[src/rtl/ddsm_pkg.sv]
// ddsm_pkg: shared state encoding and width helpers for the DDSM density decoder.
package ddsm_pkg;
  typedef enum logic [1:0] {S_IDLE, S_ACCUM, S_DONE} ddsm_state_e;
  localparam int C_WIN_LOG2 = 8;
  localparam int C_DATA_WIDTH = 8;
  localparam int C_CNT_W = C_WIN_LOG2 + 1;
  localparam int C_SHIFT = C_WIN_LOG2 - C_DATA_WIDTH;
  function automatic int f_cnt_w(input int win_log2);
    return win_log2 + 1;
  endfunction
  function automatic int f_shift(input int win_log2, input int data_width);
    return win_log2 - data_width;
  endfunction
endpackage

[src/rtl/ddsm_ones_counter.sv]
// ddsm_ones_counter: valid-qualified sample/ones counters with a last-sample strobe.
module ddsm_ones_counter
  import ddsm_pkg::*;
#(
  parameter int P_WIN_LOG2 = C_WIN_LOG2
) (
  input  logic                              clk_i,
  input  logic                              rst_i,
  input  logic                              clr_i,
  input  logic                              en_i,
  input  logic                              valid_i,
  input  logic                              bit_i,
  output logic [f_cnt_w(P_WIN_LOG2)-1:0]    ones_o,
  output logic                              last_o
);
  logic [P_WIN_LOG2-1:0] samp_q, samp_d;
  logic [P_WIN_LOG2:0]   ones_q, ones_d;
  logic                  inc;
  // ones_o includes the current sample so the window total is ready on the last strobe
  always_comb begin
    inc    = en_i && valid_i;
    last_o = inc && (&samp_q);
    ones_o = ones_q + (P_WIN_LOG2 + 1)'(bit_i && inc);
    samp_d = clr_i ? '0 : inc ? samp_q + 1'b1 : samp_q;
    ones_d = (clr_i || last_o) ? '0 : ones_o;
  end
  always_ff @(posedge clk_i) begin
    if (rst_i) begin
      samp_q <= '0;
      ones_q <= '0;
    end else begin
      samp_q <= samp_d;
      ones_q <= ones_d;
    end
  end
endmodule

[src/rtl/ddsm_density_decoder.sv]
// ddsm_density_decoder: recovers the DDSM fraction from ones over 2^P_WIN_LOG2 valid samples.
// Define DDSM_DEC_CONT_EN for back-to-back windows with a sticky overrun flag.
module ddsm_density_decoder
  import ddsm_pkg::*;
#(
  parameter int P_DATA_WIDTH = C_DATA_WIDTH,
  parameter int P_WIN_LOG2   = C_WIN_LOG2
) (
  input  logic                    i_clk,
  input  logic                    i_rst,
  input  logic                    i_start,
  input  logic                    i_quantize,
  input  logic                    i_quantize_valid,
  output logic [P_DATA_WIDTH-1:0] o_data,
  output logic                    o_valid,
  input  logic                    i_ready,
  output logic                    o_busy,
  output logic                    o_sat,
  output logic                    o_overrun
);
  localparam int cnt_w = f_cnt_w(P_WIN_LOG2);
  localparam int shift = f_shift(P_WIN_LOG2, P_DATA_WIDTH);
  if (P_WIN_LOG2 < P_DATA_WIDTH) begin : g_bad_win
    $error("P_WIN_LOG2 must be >= P_DATA_WIDTH");
  end
  ddsm_state_e             state_q, state_d;
  logic [P_DATA_WIDTH-1:0] data_q, data_d;
  logic                    valid_q, valid_d, sat_q, sat_d;
  logic [cnt_w-1:0]        ones;
  logic [P_WIN_LOG2-1:0]   scaled;
  logic                    last, sat;
  ddsm_ones_counter #(.P_WIN_LOG2(P_WIN_LOG2)) u_cnt (
    .clk_i  (i_clk),
    .rst_i  (i_rst),
    .clr_i  (state_q == S_IDLE),
    .en_i   (state_q == S_ACCUM),
    .valid_i(i_quantize_valid),
    .bit_i  (i_quantize),
    .ones_o (ones),
    .last_o (last)
  );
`ifdef DDSM_DEC_CONT_EN
  logic ovr_q, ovr_d;
`endif
  // a completing window always wins over a same-cycle transfer
  always_comb begin
    sat     = ones[P_WIN_LOG2];
    scaled  = ones[P_WIN_LOG2-1:0] >> shift;
    data_d  = last ? (sat ? '1 : scaled[P_DATA_WIDTH-1:0]) : data_q;
    sat_d   = last ? sat : sat_q;
    valid_d = last || (valid_q && !i_ready);
`ifdef DDSM_DEC_CONT_EN
    state_d = (state_q == S_IDLE && i_start) ? S_ACCUM : state_q;
    ovr_d   = ovr_q || (last && valid_q && !i_ready);
`else
    state_d = (state_q == S_IDLE && i_start)             ? S_ACCUM :
              (state_q == S_ACCUM && last)               ? S_DONE  :
              (state_q == S_DONE && valid_q && i_ready)  ? S_IDLE  : state_q;
`endif
  end
  always_ff @(posedge i_clk) begin
    if (i_rst) begin
      state_q <= S_IDLE;
      data_q  <= '0;
      valid_q <= 1'b0;
      sat_q   <= 1'b0;
    end else begin
      state_q <= state_d;
      data_q  <= data_d;
      valid_q <= valid_d;
      sat_q   <= sat_d;
    end
  end
`ifdef DDSM_DEC_CONT_EN
  always_ff @(posedge i_clk) begin
    if (i_rst) ovr_q <= 1'b0;
    else ovr_q <= ovr_d;
  end
  assign o_overrun = ovr_q;
`else
  assign o_overrun = 1'b0;
`endif
  assign o_data  = data_q;
  assign o_valid = valid_q;
  assign o_sat   = sat_q;
  assign o_busy  = state_q == S_ACCUM;
endmodule

[config.mk]
export PLATFORM = sky130hd
export DESIGN_NAME = ddsm_density_decoder
export DESIGN_NICKNAME = d
export VERILOG_FILES = /design/src/rtl/ddsm_pkg.sv /design/src/rtl/ddsm_ones_counter.sv /design/src/rtl/ddsm_density_decoder.sv
export SDC_FILE = /design/constraint.sdc
export NUM_CORES = 1
export LEC_CHECK = 0
export BUFFER_PORTS_ARGS = -buffer_cell sky130_fd_sc_hd__buf_4
export CAP_MARGIN = 10
export CORE_ASPECT_RATIO = 1.25
export CORE_MARGIN = 4
export CORE_UTILIZATION = 40
export DETAILED_ROUTE_END_ITERATION = 6
export GPL_ROUTABILITY_DRIVEN = 0
export PLACE_DENSITY_LB_ADDON = 0.15
export REMOVE_ABC_BUFFERS = 1
export SYNTH_ARGS = -nofsm -noshare
export SYNTH_HDL_FRONTEND = slang
export SYNTH_SLANG_ARGS = --single-unit
[constraint.sdc]
create_clock -name i_clk -period 3.4 [get_ports i_clk]
set_clock_uncertainty 0.1 [all_clocks]
set_input_delay 0.17 -clock i_clk [delete_from_list [all_inputs] [get_ports i_clk]]
set_output_delay 0.17 -clock i_clk [all_outputs]
set_load 0.1 [all_outputs]
== Word level (Yosys, flattened, before mapping) ==
Cells that the tools add are included.

* Add/subtract/negate cells: 2
* Eq/ne operators: 2
* Multiplexer cells: 4
* Reductions and logical operators: 18

{| class="wikitable"
|+ Operators by type and width
! kind !! number
|-
| $add 9x1->9 || 1
|-
| $add 8x1->8 const B || 1
|-
| $logic_and 1x1->1 || 8
|-
| $mux 8 || 1
|-
| $reduce_and 8->1 || 1
|-
| $reduce_or 2->1 || 3
|-
| $mux 2 || 2
|-
| $reduce_bool 3->1 || 1
|-
| $eq 2x1->1 const B || 1
|-
| $eq 2x2->1 const B || 1
|-
| $logic_not 2->1 || 1
|-
| $logic_or 1x1->1 || 2
|-
| $reduce_bool 2->1 || 1
|-
| $logic_not 1->1 || 1
|-
| $mux 1 || 1
|}

* Register bits after elaboration: 29
* Input bits: 6
* Output and inout bits: 12
* Word-level logic and storage cells: 33

== Logic depth before layout (Yosys ltp) ==
* Word-level depth: 6
* Depth in mapped cells: 9
* Mapped depth without buffers: 8

== By module ==
From an unflattened synthesis, not the netlist that was laid out.

* Cell total of the unflattened synthesis: 146
* Area, all modules: 1292.5 µm²

{| class="wikitable"
|+ By module, submodules not included
! module !! instances !! cells an instance !! area each (µm²) !! seq. area each (µm²)
|-
| ddsm_ones_counter || 1 || 91 || 789.5 || 340.3
|-
| ddsm_density_decoder || 1 || 55 || 503.0 || 240.2
|}

== Worst setup path after synthesis ==
OpenSTA, ideal clock, no wires.

* Path type: register to register
* Start: reg state_q[0]
* End: reg data_q[0] (netlist: o_data[0])
* Setup time: 0.086 ns
* Arrival: 2.265 ns
* Required time: 3.214 ns
* Setup slack: 0.950 ns
* Stages on the path, launching flop included: 10
* Path buffers: 1
* Clock period less this slack: 2.450 ns
* Path through: dfxtp_1 -> and3b_1 -> clkbuf_1 -> and2_1 -> ha_1 -> ha_1 -> nand3_1 -> nor4_1 -> nor3_4 -> a211oi_1

* Cells in the longest elaborated chain, start to end: 5
* Elaborated cells between the ends (all ways): 6
* Classes of those cells: add/sub: 1; eq/ne: 1; mux: 1; reduce/logical: 3

{| class="wikitable"
|+ Ends and longest elaborated chain
! element !! line !! text
|-
| from (decl) || ddsm_density_decoder.sv:26 || <nowiki>ddsm_state_e state_q, state_d;</nowiki>
|-
| from (signal assigned) || ddsm_density_decoder.sv:68 || <nowiki>state_q <= state_d;</nowiki>
|-
| $eq 2x1->1 (*) || ddsm_density_decoder.sv:36 || <nowiki>.en_i (state_q == S_ACCUM),</nowiki>
|-
| $logic_and 1x1->1 (*) || ddsm_ones_counter.sv:21 || <nowiki>inc = en_i && valid_i;</nowiki>
|-
| $logic_and 1x1->1 || ddsm_ones_counter.sv:23 || <nowiki>ones_o = ones_q + (P_WIN_LOG2 + 1)'(bit_i && inc);</nowiki>
|-
| $add 9x1->9 || ddsm_ones_counter.sv:23 ||
|-
| $mux 8 || ddsm_density_decoder.sv:49 || <nowiki>data_d = last ? (sat ? '1 : scaled[P_DATA_WIDTH-1:0]) : data_q;</nowiki>
|-
| to (signal assigned) || ddsm_density_decoder.sv:69 || <nowiki>data_q <= data_d;</nowiki>
|-
| to (decl) || ddsm_density_decoder.sv:27 || <nowiki>logic [P_DATA_WIDTH-1:0] data_q, data_d;</nowiki>
|}

Mark *: on every way between the ends. The rest lies on a longest branch, timed or not.
A chain may end at the register's enable or synchronous reset.

== Worst setup path in the final report ==
Ends and elaborated chain as after synthesis.

==> flow_summary.yaml <==
outcome:
  run_status: "finished clean"
timing:
  period_needed_ns: 2.59
  slew_violations: 0
  slew_headroom_pct: 60.3
  rsz0062_at_grt: "no"
  finalSetupViolCount: 0
  fmax_mhz: 386
  finalHoldViolations: 0
  timing.hold.ws_ns: 0.0139
  setup_ws_ns: 0.810
  setup-tns-final_ns: 0
  fin_crit_sh_pct: 76.2
  worstMarginPinSlew_ns: 0.593
cells_and_area:
  fin_util_pct: 50.7
  fin_cells: 183
  final_cell_mix: "nor2_1, dfxtp_1, buf_4"
  layout_commonest_cell: "nor2_1"
  fillers: 274
  drive_gt1_share_pct: 17.4
  finalInstanceArea_mm2: 0.00140
  nets: 158
  area_growth_pct: 17.6
  antenna_cells: 0
yosys:
  syn_avg_cell_area_um2: 9.15
  synth_cells: 130
  syn-cell-area_mm2: 0.00119
  synthDominantCellAreaShare_pct: 48.8
  synth_xor_xnor_area_share_pct: 8.83
  synth_top_family_by_area: "simple AND/OR/NAND/NOR gates"
  ys.flop_type: "dfxtp_1"
  yosysTopAreaCell: "dfxtp_1"
  synth_edf_count: 0
  synth-compound-area-share_pct: 8.52
  synthSimpleGateAreaFrac_pct: 26.2
  async_flop_share_pct: 0
  synth-seq-cells: 29
  yosys_warnings: 0
  ys_seq_area_share_pct: 48.8
  synth_fa_ha_area_share_pct: 3.15
  ys_types: 32
  synthMuxAreaShare_pct: 0.841
  synthTopCellsByArea: "dfxtp_1, nor2_1, xnor2_1, a211oi_1, xor2_1"
placed_design:
  dp_worst_setup_slack_ns: 0.785
  dp_hpwl_um: 1730
  port_buffers: 16
  place_inst: 174
  place_area_mm2: 0.00132
flow_run:
  max_cap_viol_count: 0
power:
  ir_drop_uv: 273
  power_density_mw_per_mm2: 418
  p_leak_nw: 0.529
  p_total_mw: 0.584
setup_path:
  end_kind: "flop"
  cp_data_required_time_ns: 3.55
  start_kind: "flop"
  crit_type: "reg2reg"
  worstSetupStartpoint: "state_q[0]$_SDFFE_PP0P_"
  arrival_ns: 2.74
  crit_path_max_fanout: 9
  r2r-start: "state_q[0]$_SDFFE_PP0P_"
global_route:
  use_met3_pct: 5.77
  gr-usage-met1_pct: 12.9
  grt-busiest-layer: "met2"
  grtUsageMet2_pct: 25.4
  antenna_found_initial: 0
  grt_max_degree: 14
  grt_pass1_vias: 899
  grt_pass1_wl_um: 3940
  grtUsageTotal_pct: 13.6
  overflow: 0
route:
  wire_per_inst_um: 12.4
  drc: 0
  ant_nets: 0
  route.vias.total: 910
  via_per_inst: 4.97
  drt-total-wl_um: 2270
  first_pass_iters: 4
  first_iter_violations: 12
clocking:
  cts_buffer_depth: 2
  cts_setup_buffers: 0
  cts_made_buffers: 5
  root_buffer: "clkbuf_4"
  htree_levels: 2
  cts_hold_buf: 2
  clkSlewWorstSetupHoldPaths_ns: 0.09
  cts_tree: "yes"
  cts.repair.resized: 0
  clock-sinks: 29
  clkLatencyLatePin_ns: 0.32
floorplan:
  die_y_um: 69.0
  core_area_mm2: 0.00276
  die_w_um: 56.8
  rows: 21
  initial_core_util_pct: 43.1
  io_pins: 18
  dieArea_mm2: 0.00392
min_path:
  hold_start: "i_ready"
  hp-class: "in2reg"
## power by group
| part | switching [mW] | internal (mW) | total (mW) |
|---|---|---|---|
| Combinational | 0.0227 | 0.0106 | 0.0333 |
| Clock | 0.111 | 0.0974 | 0.208 |
| Sequential | 0.00199 | 0.341 | 0.343 |
| Total | 0.135 | 0.449 | 0.584 |
## cell families after synthesis
family                   count (synthesis)
AND/OR/NAND/NOR                         60
XOR/XNOR                                12
flip-flops                              29
multiplexers                             1
AO/OA/AOI/OAI                           15
adder cells (fa/ha/maj)                  3
other                                    1
buffers and inverters                    9
## state kept, by name (all words and copies together) (netlist names)
name and flops:
u_cnt.samp_q 8, o_valid 1, o_data 8, state_q 2, u_cnt.ones_q 9, o_sat 1
## final timing paths
check,endpoint,slack (ns),cells after the start
hold / removal,o_valid$_SDFF_PP0_,0.01,3
setup reg to reg,o_data[0]$_SDFFE_PP0P_,0.81,8
hold reg to reg,o_sat$_SDFFE_PP0P_,0.40,2
setup / recovery,o_data[0]$_SDFFE_PP0P_,0.81,8
## critical path, stage by stage, from the launching register on
cell	delay, ns
dfxtp_1	0.45
and3b_1	0.34
and2_1	0.17
ha_1	0.18
ha_1	0.19
nand3_1	0.15
nor4_1	0.57
nor3_4	0.13
a211oi_1	0.24
## synth_stat cells, types with 2 or more instances
library cell / instances
nand3_1: 3
xnor2_1: 7
and3_1: 2
nor3_1: 2
nand4_1: 4
ha_1: 3
nand2_1: 6
or3_1: 2
o21ai_0: 2
clkbuf_1: 3
a211oi_1: 8
buf_2: 2
xor2_1: 5
dfxtp_1: 29
a21oi_1: 3
nor2_1: 31
inv_1: 3
## layout make-up
class | count | area (um^2) | area share (%)
Timing Repair Buffer | 18 | 140 | 10.0
Tap cell | 34 | 42.5 | 3.04
Inverter | 3 | 11.3 | 0.805
Sequential cell | 29 | 581 | 41.5
Clock buffer | 7 | 55.1 | 3.94
Multi-Input combinational cell | 92 | 569 | 40.7
## per-layer routing
layer | share of wire, % | vias up | wire length, um
met5 | 0 | - | 0
met4 | 2.1 | 0 | 48
met3 | 5.2 | 5 | 118
met2 | 51 | 15 | 1160
met1 | 41 | 415 | 943
li1 | - | 475 | -
Power figures use the tool's default switching activity.
